### src/rtl/mc_mem_port.sv
// Memory-side stage of the multi-cycle datapath: runs one word access on a
// req/ready external bus and holds the Instruction and Memory Data Registers.
module mc_mem_port #(
  parameter int ADDR_W  = 32,
  parameter int DATA_W  = 32,
  parameter int TIMEOUT = 15
) (
  input  logic              clk,
  input  logic              reset,
  input  logic              mem_read,
  input  logic              mem_write,
  input  logic              ir_write,
  input  logic              iord,
  input  logic [ADDR_W-1:0] pc,
  input  logic [ADDR_W-1:0] alu_out,
  input  logic [DATA_W-1:0] wdata,
  output logic [DATA_W-1:0] ir_out,
  output logic [DATA_W-1:0] mdr_out,
  output logic              busy,
  output logic              err,
  output logic              ext_req,
  output logic              ext_we,
  output logic [ADDR_W-1:0] ext_addr,
  output logic [DATA_W-1:0] ext_wdata,
  input  logic              ext_ready,
  input  logic [DATA_W-1:0] ext_rdata
);

  typedef enum logic {IDLE, ACCESS} state_e;

  localparam logic [7:0] LAST_WAIT = 8'(TIMEOUT - 1);

  state_e            state_q, state_d;
  logic [DATA_W-1:0] ir_q, ir_d;
  logic [DATA_W-1:0] mdr_q, mdr_d;
  logic [ADDR_W-1:0] ext_addr_q, ext_addr_d;
  logic [DATA_W-1:0] ext_wdata_q, ext_wdata_d;
  logic              ext_we_q, ext_we_d;
  logic              irw_q, irw_d;
  logic              err_q, err_d;
  logic [7:0]        cnt_q, cnt_d;

  logic [ADDR_W-1:0] addr_sel;
  logic              any_strobe;
  logic              one_strobe;

  assign addr_sel   = iord ? alu_out : pc;
  assign any_strobe = mem_read | mem_write;
  assign one_strobe = mem_read ^ mem_write;

  always_comb begin
    state_d     = state_q;
    ir_d        = ir_q;
    mdr_d       = mdr_q;
    ext_addr_d  = ext_addr_q;
    ext_wdata_d = ext_wdata_q;
    ext_we_d    = ext_we_q;
    irw_d       = irw_q;
    cnt_d       = cnt_q;
    err_d       = 1'b0;
    case (state_q)
      IDLE: begin
        if (mem_read & mem_write) begin
          err_d = 1'b1;
        end else if (one_strobe) begin
          if (addr_sel[1:0] != 2'b00) begin
            err_d = 1'b1;
          end else begin
            ext_addr_d  = addr_sel;
            ext_wdata_d = wdata;
            ext_we_d    = mem_write;
            irw_d       = ir_write;
            cnt_d       = 8'd0;
            state_d     = ACCESS;
          end
        end
      end
      ACCESS: begin
        // A new strobe mid-access is flagged and dropped; the access carries on.
        if (any_strobe) err_d = 1'b1;
        if (ext_ready) begin
          if (!ext_we_q) begin
            if (irw_q) ir_d  = ext_rdata;
            else       mdr_d = ext_rdata;
          end
          state_d = IDLE;
        end else if (cnt_q == LAST_WAIT) begin
          err_d   = 1'b1;
          state_d = IDLE;
        end else if (cnt_q != 8'hFF) begin
          cnt_d = cnt_q + 8'd1;
        end
      end
      default: state_d = IDLE;
    endcase
  end

  always_ff @(posedge clk or posedge reset) begin
    if (reset) begin
      state_q     <= IDLE;
      ir_q        <= '0;
      mdr_q       <= '0;
      ext_addr_q  <= '0;
      ext_wdata_q <= '0;
      ext_we_q    <= 1'b0;
      irw_q       <= 1'b0;
      err_q       <= 1'b0;
      cnt_q       <= 8'd0;
    end else begin
      state_q     <= state_d;
      ir_q        <= ir_d;
      mdr_q       <= mdr_d;
      ext_addr_q  <= ext_addr_d;
      ext_wdata_q <= ext_wdata_d;
      ext_we_q    <= ext_we_d;
      irw_q       <= irw_d;
      err_q       <= err_d;
      cnt_q       <= cnt_d;
    end
  end

  // Request/busy decode straight from state so reset drops them at once.
  assign busy      = (state_q == ACCESS);
  assign ext_req   = (state_q == ACCESS);
  assign ext_we    = ext_we_q;
  assign ext_addr  = ext_addr_q;
  assign ext_wdata = ext_wdata_q;
  assign ir_out    = ir_q;
  assign mdr_out   = mdr_q;
  assign err       = err_q;

endmodule

### config.mk
export PLATFORM = sky130hd
export DESIGN_NAME = mc_mem_port
export DESIGN_NICKNAME = d
export VERILOG_FILES = /design/src/rtl/mc_mem_port.sv
export SDC_FILE = /design/constraint.sdc
export NUM_CORES = 1
export LEC_CHECK = 0
export BUFFER_PORTS_ARGS = -buffer_cell sky130_fd_sc_hd__buf_2
export CAP_MARGIN = 20
export CORE_MARGIN = 8
export CORE_UTILIZATION = 40
export DETAILED_ROUTE_END_ITERATION = 7
export PLACE_DENSITY = 0.73
export SETUP_SLACK_MARGIN = 0.05
export SYNTH_ARGS = -nofsm -noshare
export SYNTH_HDL_FRONTEND = slang
export SYNTH_SLANG_ARGS = --single-unit
### constraint.sdc
create_clock -name clk -period 3.6 [get_ports clk]
set_input_delay 0.18 -clock clk [delete_from_list [all_inputs] [get_ports clk]]
set_output_delay 0.18 -clock clk [all_outputs]
set_load 0.03 [all_outputs]
==> out/metrics.yaml <==
status: "finished clean"
cts.sinks: 140
clockBufferDepth: 2
grt_overflow_total: 0
critPathSlowestCell: "dfrtp_1"
drt_iter0_markers: 150
postSynthAreaPerCell_um2: 13.9
grtUsageTotal: 0.174
ctsHoldBuffers: 47
fin_crit_ns: 2.06
worstSetupEndpointType: "register"
drive_gt1_frac: 0.540
gp_congestion: 0.798
slew_violations: 0
area_growth_syn_to_layout_pct: 43.9
initial_core_util: 0.404
timing_worst_setup_path_type: "register to register"
synthArstFlopShare: 1.00
fin_skew_ns: 0.00888
post-route-drc-count: 0
yosysSeqAreaShare: 0.604
dp.final_hpwl_um: 11900
cts_tree: "built"
io-pin-count: 267
hold_viol: 0
crit_fanout: 31
grt_max_degree: 141
synth_edf_count: 0
rsz0062_at_grt: "false"
tightestPinTransition_ns: 0.860
io_buffers: 266
synth_seq_cells: 140
die_area_um2: 18600
core_um2: 14400
ys_types: 43
post-route-period-util: 0.571
cts-root-buf: "clkbuf_16"
grt_pass1_vias: 4989
die_w_um: 136
start_kind: "register"
grt_pass1_wl_um: 25400
drtPass1Iterations: 4
reg2regPathDepth: 5
max_stage_delay_ns: 0.55
slew_headroom: 0.424
worst_ep_arrival_time_ns: 2.33
die_h_um: 136
nets: 870
leakage_nw: 4.28
timing.rr.start: "busy"
yosysWarnings: 0
worstPathRequired_ns: 3.88
r2r_slack_ns: 1.54
max_cap_violations: 0
rows: 44
postSynthCellCount: 418
setup-tns-final_ns: 0
path_cells: "nor3b_1 > o21ai_4 > buf_4 > a22oi_1 > o32ai_1"
rr_endpoint: "cnt_q[1]"
vias: 4571
hold-worst-slack_ns: 0.00511
cts_resized: 0
wl_per_cell_um: 17.4
diodes: 0
cts_setup_buffers: 0
clock_insertion_delay_worst_skew_ns: 0.41
finalPower_mw: 6.92
syn-num-nets: 557
hold_path_class: "input pin to async pin"
htree_levels: 4
max_freq_ghz: 0.486
syn_area_um2: 5800
antenna_left: 0
synth-main-ff-cell: "dfrtp_1"
ir_worst_vdd_mv: 0.338
clk_pin_slew_ns: 0.06
viasPerCell: 4.93
powerDensity_nw_per_um2: 829
totalWireLength_um: 16100
antenna_found_initial: 0
cts_buffers: 17
setup_viol: 0
## layout by cell type (no fill, tap or decap), drive strengths merged, types with 11 or more instances in the layout
cell type    Yosys  layout
dfrtp          140     140
dlygate4sd3      0      47
mux2            97      97
mux2i           31      31
buf             23     274
inv              8      11
clkbuf           4      20
nand2           33      33
o21ai           37      37
## cells by family after synthesis
logic type	after synthesis	synth area share
DFF	140	0.604
adders and majority gates	4	0.00863
and+or+nand+nor	57	0.0546
buffers and inverters	35	0.0356
AOI/OAI and AO/OA	53	0.0541
xor gates and xnor gates	1	0.00151
muxes	128	0.242
## critical path, delay by kind of cell (launching register included)
family / cells / cell delay, ns
flip-flops: 1 / 0.55
AND/OR/NAND/NOR: 1 / 0.40
buffers and inverters: 1 / 0.30
AO/OA/AOI/OAI: 3 / 0.66
## layer usage
metal | part of all wire | vias to the layer above | wire, um | track usage
met2 | 0.48 | 226 | 7720 | 0.285
met1 | 0.40 | 2202 | 6400 | 0.200
met4 | 0.025 | 0 | 399 | 0.0787
met3 | 0.10 | 32 | 1620 | 0.0654
met5 | 0 | - | 0 | 0
li1 | - | 2111 | - | -
## report_power, final
part           total (mW)  switching [mW]  internal, mW
sequential           2.51           0.348          2.17
clock                1.73           0.660          1.06
combinational        2.68            1.78         0.906
total                6.92            2.78          4.14
## stage by stage
| stage | instance area, um2 | instances | setup slack [ns] | util |
|---|---|---|---|---|
| 3_3_place_gp | 7290 | 849 | 1.60 | 0.507 |
| 4_1_cts | 8350 | 928 | 1.54 | 0.581 |
| 5_1_grt | 8350 | 928 | 1.38 | 0.581 |
| 2_1_floorplan | 5810 | 418 | 1.67 | - |
| 6_report | 8350 | 928 | 1.54 | 0.581 |
| 3_5_place_dp | 7290 | 849 | 1.55 | 0.507 |
## worst max-delay path by stage
| stage | end | startpoint | slack [ns] |
|---|---|---|---|
| final | cnt_q[1] | busy | 1.54 |
| after global routing | cnt_q[1] | busy | 1.38 |
| after floorplan | busy | reset | 1.67 |
| after detailed placement | irw_q | iord | 1.55 |
| after global placement | ext_wdata[25] | iord | 1.60 |
| after CTS | cnt_q[1] | busy | 1.54 |
## registers in the layout (all words and copies together), names as in the netlist
register	cells
ext_we	1
err	1
ir_out	32
busy	1
mdr_out	32
cnt_q	8
ext_addr	32
irw_q	1
ext_wdata	32
## cells in the mapped netlist, types with 4 or more instances
cell | number | share of area
mux2_2 | 90 | 0.17
dfrtp_1 | 140 | 0.60
nand2_1 | 33 | 0.021
mux2i_1 | 31 | 0.053
buf_6 | 6 | 0.012
buf_2 | 14 | 0.012
o21ai_0 | 35 | 0.030
mux2_1 | 7 | 0.014
ha_1 | 4 | 0.0086
inv_1 | 7 | 0.0045
nand4_1 | 4 | 0.0043
## area by class of cell
class	instances	area [um2]
timing repair buffer	321	1890
sequential	140	3500
clock buffer	20	457
clock inverter	12	136
tap	184	230
fill	1132	6020
multi-input combinational	243	2100
inverter	8	33.8
Note: power is estimated with default switching activity, not from simulation.
